File: config.mk
export PLATFORM = sky130hd
export DESIGN_NAME = multicycle_control
export DESIGN_NICKNAME = d
export VERILOG_FILES = /design/src/rtl/multicycle_control.sv
export SDC_FILE = /design/constraint.sdc
export NUM_CORES = 1
export LEC_CHECK = 0
export ABC_AREA = 0
export BUFFER_PORTS_ARGS = -buffer_cell sky130_fd_sc_hd__buf_2
export CELL_PAD_IN_SITES_DETAIL_PLACEMENT = 2
export CELL_PAD_IN_SITES_GLOBAL_PLACEMENT = 2
export CORE_ASPECT_RATIO = 1.25
export CORE_MARGIN = 8
export CORE_UTILIZATION = 28
export CTS_BUF_LIST = sky130_fd_sc_hd__clkbuf_4
export DETAILED_ROUTE_END_ITERATION = 6
export GPL_TIMING_DRIVEN = 0
export PLACE_DENSITY_LB_ADDON = 0.1
export SETUP_SLACK_MARGIN = 0.1
export SLEW_MARGIN = 0
export SYNTH_ARGS = -nofsm -noshare
export SYNTH_HDL_FRONTEND = slang
export SYNTH_SLANG_ARGS = --single-unit
File: constraint.sdc
create_clock -name clk -period 2.1 [get_ports clk]
set_input_delay 0.315 -clock clk [delete_from_list [all_inputs] [get_ports clk]]
set_output_delay 0.315 -clock clk [all_outputs]
set_load 0.01 [all_outputs]
File: src/rtl/multicycle_control.sv
// Sequencer for the multi-cycle MIPS datapath: walks each instruction through
// IF/ID/EX/MEM/WB, decodes datapath enables and selects, and counts retirements.
//   state | meaning
//   IF    | fetch from PC, wait for MemReady, latch IR, PC += 4
//   ID    | register read, branch target into ALUOut, j/jal finish here
//   EX    | ALU op, branch/jr/jalr resolve here
//   MEM   | lw/sw data access at ALUOut, wait for MemReady
//   WB    | register file write
module multicycle_control (
    input  logic        clk,
    input  logic        reset,
    input  logic [5:0]  OpCode,
    input  logic [5:0]  Funct,
    input  logic        MemReady,
    output logic        PCWrite,
    output logic        PCWriteCond,
    output logic        BranchNe,
    output logic [1:0]  PCSource,
    output logic        IorD,
    output logic        MemRead,
    output logic        MemWrite,
    output logic        IRWrite,
    output logic        RegWrite,
    output logic [1:0]  RegDst,
    output logic [1:0]  MemtoReg,
    output logic [1:0]  ALUSrcA,
    output logic [1:0]  ALUSrcB,
    output logic [1:0]  ALUOp,
    output logic        ExtOp,
    output logic        LuOp,
    output logic [2:0]  State,
    output logic [31:0] Retired
);

    typedef enum logic [2:0] {
        S_IF  = 3'd0,
        S_ID  = 3'd1,
        S_EX  = 3'd2,
        S_MEM = 3'd3,
        S_WB  = 3'd4
    } state_t;

    localparam logic [5:0] OP_R     = 6'h00;
    localparam logic [5:0] OP_J     = 6'h02;
    localparam logic [5:0] OP_JAL   = 6'h03;
    localparam logic [5:0] OP_BEQ   = 6'h04;
    localparam logic [5:0] OP_BNE   = 6'h05;
    localparam logic [5:0] OP_ADDI  = 6'h08;
    localparam logic [5:0] OP_ADDIU = 6'h09;
    localparam logic [5:0] OP_SLTI  = 6'h0a;
    localparam logic [5:0] OP_SLTIU = 6'h0b;
    localparam logic [5:0] OP_ANDI  = 6'h0c;
    localparam logic [5:0] OP_LUI   = 6'h0f;
    localparam logic [5:0] OP_LW    = 6'h23;
    localparam logic [5:0] OP_SW    = 6'h2b;

    localparam logic [5:0] FN_SLL  = 6'h00;
    localparam logic [5:0] FN_SRL  = 6'h02;
    localparam logic [5:0] FN_SRA  = 6'h03;
    localparam logic [5:0] FN_JR   = 6'h08;
    localparam logic [5:0] FN_JALR = 6'h09;

    state_t      state_q;
    state_t      state_d;
    logic [31:0] retired_q;

    logic is_r, is_shift, is_jr, is_jalr, is_branch, is_lw, is_sw, is_imm, is_known;

    always_comb begin
        is_r      = (OpCode == OP_R);
        is_shift  = is_r && ((Funct == FN_SLL) || (Funct == FN_SRL) || (Funct == FN_SRA));
        is_jr     = is_r && (Funct == FN_JR);
        is_jalr   = is_r && (Funct == FN_JALR);
        is_branch = (OpCode == OP_BEQ) || (OpCode == OP_BNE);
        is_lw     = (OpCode == OP_LW);
        is_sw     = (OpCode == OP_SW);
        is_imm    = (OpCode == OP_ADDI) || (OpCode == OP_ADDIU) || (OpCode == OP_SLTI) ||
                    (OpCode == OP_SLTIU) || (OpCode == OP_ANDI) || (OpCode == OP_LUI);
        is_known  = is_r || is_branch || is_lw || is_sw || is_imm;
    end

    always_comb begin
        state_d = S_IF;
        case (state_q)
            S_IF:  state_d = MemReady ? S_ID : S_IF;
            S_ID:  state_d = is_known ? S_EX : S_IF;
            S_EX: begin
                if (is_r)
                    state_d = (is_jr || is_jalr) ? S_IF : S_WB;
                else if (is_lw || is_sw)
                    state_d = S_MEM;
                else if (is_imm)
                    state_d = S_WB;
                else
                    state_d = S_IF;
            end
            S_MEM: begin
                if (is_lw)
                    state_d = MemReady ? S_WB : S_MEM;
                else if (is_sw)
                    state_d = MemReady ? S_IF : S_MEM;
                else
                    state_d = S_IF;
            end
            S_WB:    state_d = S_IF;
            default: state_d = S_IF;
        endcase
    end

    // An instruction retires on the edge that brings the sequencer back to IF.
    always_ff @(posedge clk or negedge reset) begin
        if (!reset) begin
            state_q   <= S_IF;
            retired_q <= 32'd0;
        end else begin
            state_q <= state_d;
            if ((state_q != S_IF) && (state_d == S_IF))
                retired_q <= retired_q + 32'd1;
        end
    end

    assign State   = state_q;
    assign Retired = retired_q;

    always_comb begin
        PCWrite     = 1'b0;
        PCWriteCond = 1'b0;
        BranchNe    = 1'b0;
        PCSource    = 2'b00;
        IorD        = 1'b0;
        MemRead     = 1'b0;
        MemWrite    = 1'b0;
        IRWrite     = 1'b0;
        RegWrite    = 1'b0;
        RegDst      = 2'b00;
        MemtoReg    = 2'b00;
        ALUSrcA     = 2'b00;
        ALUSrcB     = 2'b00;
        ALUOp       = 2'b00;
        ExtOp       = (OpCode != OP_ANDI);
        LuOp        = (OpCode == OP_LUI);
        case (state_q)
            S_IF: begin
                MemRead = 1'b1;
                ALUSrcB = 2'b01;
                IRWrite = MemReady;
                PCWrite = MemReady;
            end
            S_ID: begin
                ALUSrcB = 2'b11;
                if ((OpCode == OP_J) || (OpCode == OP_JAL)) begin
                    PCWrite  = 1'b1;
                    PCSource = 2'b10;
                end
                if (OpCode == OP_JAL) begin
                    RegWrite = 1'b1;
                    RegDst   = 2'b10;
                    MemtoReg = 2'b10;
                end
            end
            S_EX: begin
                if (is_r) begin
                    ALUSrcA = is_shift ? 2'b10 : 2'b01;
                    ALUOp   = 2'b10;
                    if (is_jr || is_jalr) begin
                        PCWrite  = 1'b1;
                        PCSource = 2'b11;
                    end
                    if (is_jalr) begin
                        RegWrite = 1'b1;
                        RegDst   = 2'b01;
                        MemtoReg = 2'b10;
                    end
                end else if (is_branch) begin
                    ALUSrcA     = 2'b01;
                    ALUOp       = 2'b01;
                    PCWriteCond = 1'b1;
                    PCSource    = 2'b01;
                    BranchNe    = (OpCode == OP_BNE);
                end else if (is_lw || is_sw) begin
                    ALUSrcA = 2'b01;
                    ALUSrcB = 2'b10;
                end else if (is_imm) begin
                    ALUSrcA = 2'b01;
                    ALUSrcB = 2'b10;
                    ALUOp   = 2'b11;
                end
            end
            S_MEM: begin
                IorD     = 1'b1;
                MemRead  = is_lw;
                MemWrite = is_sw;
            end
            S_WB: begin
                RegWrite = 1'b1;
                RegDst   = is_r ? 2'b01 : 2'b00;
                MemtoReg = is_lw ? 2'b01 : 2'b00;
            end
            default: ;
        endcase
        // Reset holds every enable and select low, aborting any access in flight.
        if (!reset) begin
            PCWrite     = 1'b0;
            PCWriteCond = 1'b0;
            BranchNe    = 1'b0;
            PCSource    = 2'b00;
            IorD        = 1'b0;
            MemRead     = 1'b0;
            MemWrite    = 1'b0;
            IRWrite     = 1'b0;
            RegWrite    = 1'b0;
            RegDst      = 2'b00;
            MemtoReg    = 2'b00;
            ALUSrcA     = 2'b00;
            ALUSrcB     = 2'b00;
            ALUOp       = 2'b00;
            ExtOp       = 1'b0;
            LuOp        = 1'b0;
        end
    end

endmodule

---- Word-level counts from Yosys, hierarchy flattened ----
Index checks and enable logic that the tools add are counted.
word-level totals
  logic and storage cells ................. 123
  bits in registers ....................... 35
cells by class
  reduce and logical (&&, ||, !) cells .... 24
  add/sub/neg operators ................... 1
  eq/ne operators ......................... 21
  mux-type cells .......................... 75
operator list
  cell                                                   count
  two-way mux 2 bit                                      27
  == test 6 x 4 -> 1 bit, second input constant          8
  two-way mux 1 bit                                      34
  adder 32 x 1 -> 32 bit, second input constant          1
  == test 6 x 2 -> 1 bit, second input constant          4
  two-way mux 3 bit                                      6
  one-hot mux 2 bit (3 select lines)                     3
  logical OR 1 bit                                       15
  == test 6 x 3 -> 1 bit, second input constant          2
  == test 6 bit, second input constant                   2
  logical NOT 6 bit                                      2
  one-hot mux 3 bit (4 select lines)                     1
  == test 3 x 2 -> 1 bit, second input constant          2
  logical NOT 3 bit                                      2
  inequality test 6 x 4 -> 1 bit, second input constant  1
  one-hot mux 1 bit (3 select lines)                     2
  logical AND 1 bit                                      4
  one-hot mux 2 bit (2 select lines)                     1
  == test 3 x 1 -> 1 bit, second input constant          1
  == test 3 bit, second input constant                   1
  nonzero test 3 bit                                     1
  one-hot mux 1 bit (2 select lines)                     1

---- Longest topological paths before layout ----
  depth after elaboration ................. 12
  gate-level depth with buffers ........... 8
  depth with buffers taken out ............ 6

---- Least setup slack after synthesis ----
Ideal clock, no wire load.
  path kind ............................... input-to-output
  start ................................... in OpCode[5]
  end ..................................... out PCWrite
  stages on the path ...................... 7
  arrival time ............................ 1.907 ns
  setup slack ............................. -0.122 ns
  data required time ...................... 1.785 ns
  path through ............................ buf_2 or4_4 nor3_2 and3_1 a21o_1 a21oi_1 a2111oi_2
on the way
  word-level cells in the longest chain between the ends .. 7
  elaborated cells on any way between the ends .. 12
ends and longest elaborated chain
  item                                         RTL line  source
  from (decl)                                  12        input logic [5:0] OpCode,
  logical NOT 6 bit                            70        is_r = (OpCode == OP_R);
  logical AND 1 bit, on equally long branches  72, 73
  logical OR 1 bit                             165       if (is_jr || is_jalr) begin
  two-way mux 1 bit                            165
  two-way mux 1 bit                            162       if (is_r) begin
  one-hot mux 1 bit (3 select lines) *         142       case (state_q)
  two-way mux 1 bit *                          202       if (!reset) begin
  to (decl)                                    15        output logic PCWrite,
Mark *: on every way between the ends. The rest lies on a longest branch, timed or not.

---- Worst setup path after layout ----
  start ................................... in OpCode[3]
  end ..................................... out PCWrite
Same word-level chain as after synthesis.

==> summary.txt <==
Critical path
  • Worst Path Required: 1.78 ns
  • Crit path capture type: primary output
  • R2r endpoint: Retired[31]
  • Critical-path cell list: buf_2 > or4_4 > nor3_4 > and3_4 > a21o_1 > a21oi_2 > a2111oi_4 > buf_2
  • Setup slack, reg-to-reg: -0.15 ns
  • Critical Path Start Type: input pin
  • R2R depth: 12
  • CP Max Fanout: 4
  • Arr. time, crit path: 1.97 ns
  • Crit-path max cell delay: 0.54 ns
  • CP bufs+invs: 2
  • Slowest CP cell: or4_4
  • R2R Path Start: State[0]
  • Setup Crit Path Kind: in -> out
  • Most frequent CP cell: buf_2
  • CP delay by family, top: simple AND/OR/NAND/NOR gates

Placed design
  • Port Buffer Count: 68
  • Placed cell areas: 2670 um2
  • Placer Congestion: 0.743
  • Setup slack at placement: -0.536 ns
  • Hpwl dp: 5680 um

Routing
  • Routed Antenna Nets: 0
  • Via density: 5.14
  • DRT iter0 DRCs: 21
  • DRT Pass-1 Iters: 3
  • WL per Instance: 19.9 um
  • Routed WL: 8790 um
  • Post-route DRC: 0
  • Via count: 2,268

Pwr
  • Clock power share: 20.8%
  • Part of the power in registers: 47.1%
  • Sw frac: 35.1%
  • Pint: 1.14 mW
  • Combinational share of power: 32.0%
  • Leak Pwr: 1.67 nW
  • Sw power: 0.616 mW
  • Max VDD drop: 0.000380 V
  • Pwr/cell area: 496 nW/um2

Synthesis
  • Asr flop ratio synth: 100%
  • Syn_nets: 247
  • Yosys warns: 0
  • Most frequent cell after synthesis: dfrtp_1
  • Seq/Total Area, Yosys: 40.5%
  • Post-synthesis instance area: 2160 um2
  • Mapped Cells: 231
  • Most instantiated cells after synthesis: 35 x dfrtp_1, 32 x xnor2_1, 19 x nor2_1
  • Post-synth EDFFs: 0
  • Synth top area share: 40.5%
  • Synthesized flop and latch total: 35
  • Synth area leaders: dfrtp_1 40%, xnor2_1 13%, nand4_1 4.6%
  • Leading area contributor after synthesis: dfrtp_1
  • Synth cell types: 46
  • Main flop type after synthesis: dfrtp_1
  • Post-Syn Area per Cell: 9.37 um2

Clock network
  • Clock tree root buffer cell: clkbuf_4
  • Worst-skew pair later-pin latency: 0.34 ns
  • Clk sinks: 35
  • CTS H-tree lvls: 2
  • CTS tree: built
  • Worst-path clk slew: 0.11 ns
  • CTS max path bufs: 2
  • CTS buffer count: 5

Timing
  • WHS: 0.272 ns
  • Minimum clock period: 2.29 ns
  • Final Setup Violations: 42
  • Worst-margin pin slew: 0.783 ns
  • Slack of the critical path: -0.190 ns
  • RSZ-0062 raised after global routing: yes
  • Slew Limit Headroom: 47.8%
  • Final slew viol count: 0
  • Fin crit share: 109%
  • Clk_skew: 0.00493 ns
  • Final hold vios: 0
  • Max Freq: 437 MHz

Finish
  • Design Area, Final: 3530 um2
  • Fraction of layout cells with a size suffix above 1: 54.8%
  • Synth-to-layout area growth: 63.3%
  • Final cell utilization of the core: 46.1%
  • Fin nets: 360

Die
  • FP Rows: 36
  • Core ar.: 7660 um2
  • I/O pins: 72
  • Die Ht: 114 um
  • Die width: 94.6 um
  • Starting density of the core: 28.3%
  • Die Area: 10,800 um2

GRT
  • Vias in the first global route: 2,570
  • Largest net degree at the start of global routing: 36
  • GRT overflow: 0
  • Initial antenna violation count: 1
  • Global-route wire length before repair: 13,500 um
  • All-Layer GR Usage: 16.0%

Flow run
  • Max_cap viols: 0

Status
  • Run status: finished, violations left
  • Failing checks: negative setup slack

Hold path
  • Hold Path Class: in -> reg
  • Hold Path Sink: State[0]
  • Hold Crit Depth: 2
  • Worst Hold Launch: MemReady
[power groups by stage]
stage / Clock, mW / Combinational, mW / Sequential (mW)
final: 0.366 / 0.561 / 0.827
after global routing: 0.404 / 0.601 / 0.838
after detailed placement: 0 / 0.389 / 0.833
after floorplan: 0 / 0.201 / 0.838
after global placement: 0 / 0.378 / 0.835
after CTS: 0.386 / 0.504 / 0.822
[sequential cells by signal, indices dropped and copies added, names as in the netlist]
signal / flops
Retired: 32
State: 3
[repair_timing]
action                                  4_1_cts  5_1_grt
endpoints found under the setup margin       54       50
gates cloned                                  3        0
pin swaps                                    26       26
hold buffers                                  2        0
hold endpoints to repair                     35        0
setup buffers                                26        8
gates resized for setup                      60       57
[cell families (layout without fill, tap and decap cells)]
logic type                 after synthesis  in the layout  share of synthesized area [%]
and+or+nand+nor                        125            125                           34.0
other                                    0              1                              0
buffers and inverters                   16            130                           3.53
AOI/OAI and AO/OA                       19             19                           7.06
DFF                                     35             35                           40.5
xor gates and xnor gates                33             33                           13.4
muxes                                    2              2                          0.983
adders and majority gates                1              1                          0.578
[area by class of cell]
type,instances,area (um2)
inverter,2,7.51
tap,95,119
buffer,14,123
multi-input combinational,180,1620
antenna,1,2.50
fill,855,4120
clock buffer,6,45.0
sequential,35,877
timing repair buffer,106,732
clock inverter,2,7.51
[metrics by stage]
step	TNS (ns)	power [mW]	instances
after global placement	-12.55	1.21	394
after CTS	-1.53	1.71	433
final	-3.43	1.75	441
after floorplan	-0.0170	1.04	231
after global routing	-8.04	1.84	441
after detailed placement	-14.80	1.22	394
[worst register-to-register path: cells and delay by family, from the launching register on]
| kind | cells | cell delay (ns) |
|---|---|---|
| buffers and inverters | 6 | 0.82 |
| AND/OR/NAND/NOR | 3 | 0.49 |
| flip-flops | 1 | 0.44 |
| AO/OA/AOI/OAI | 2 | 0.25 |
| XOR/XNOR | 1 | 0.15 |
[per-layer routing]
| layer | global-route usage (%) | part of all wire [%] | routed length [um] | vias to the layer above |
|---|---|---|---|---|
| li1 | - | - | - | 1062 |
| met4 | 6.89 | 2.3 | 201 | 0 |
| met2 | 29.6 | 56 | 4910 | 54 |
| met1 | 17.0 | 37 | 3290 | 1139 |
| met5 | 0 | 0 | 0 | - |
| met3 | 2.89 | 4.4 | 387 | 13 |
[layout by cell type (no fill, tap or decap), drive strengths merged, types with 2 or more instances in the layout]
master   count
nor4         8
and3        11
o21ai        2
nand2b       3
a21o         2
nor3         7
or2          2
o2111ai      2
nand4b       2
a21oi        6
dfrtp       35
buf        114
nand2       17
nor3b        3
nand4       16
clkbuf      11
or4          2
xnor2       32
nor2b        2
nand3       19
clkinv       2
inv          2
nor2        19
and4b        2
and2         7
[worst max path at each step]
stage / start / endpoint / slack [ns] / depth (start not counted)
after global routing: Retired[4] / Retired[18] / -0.30 / 6
after global placement: OpCode[4] / PCWrite / -0.50 / 8
final: OpCode[3] / PCWrite / -0.19 / 8
after CTS: State[0] / PCWrite / -0.17 / 7
after floorplan: OpCode[5] / PCWrite / -0.02 / 7
after detailed placement: reset / RegDst[1] / -0.54 / 5
Note: power is estimated with default switching activity, not from simulation.
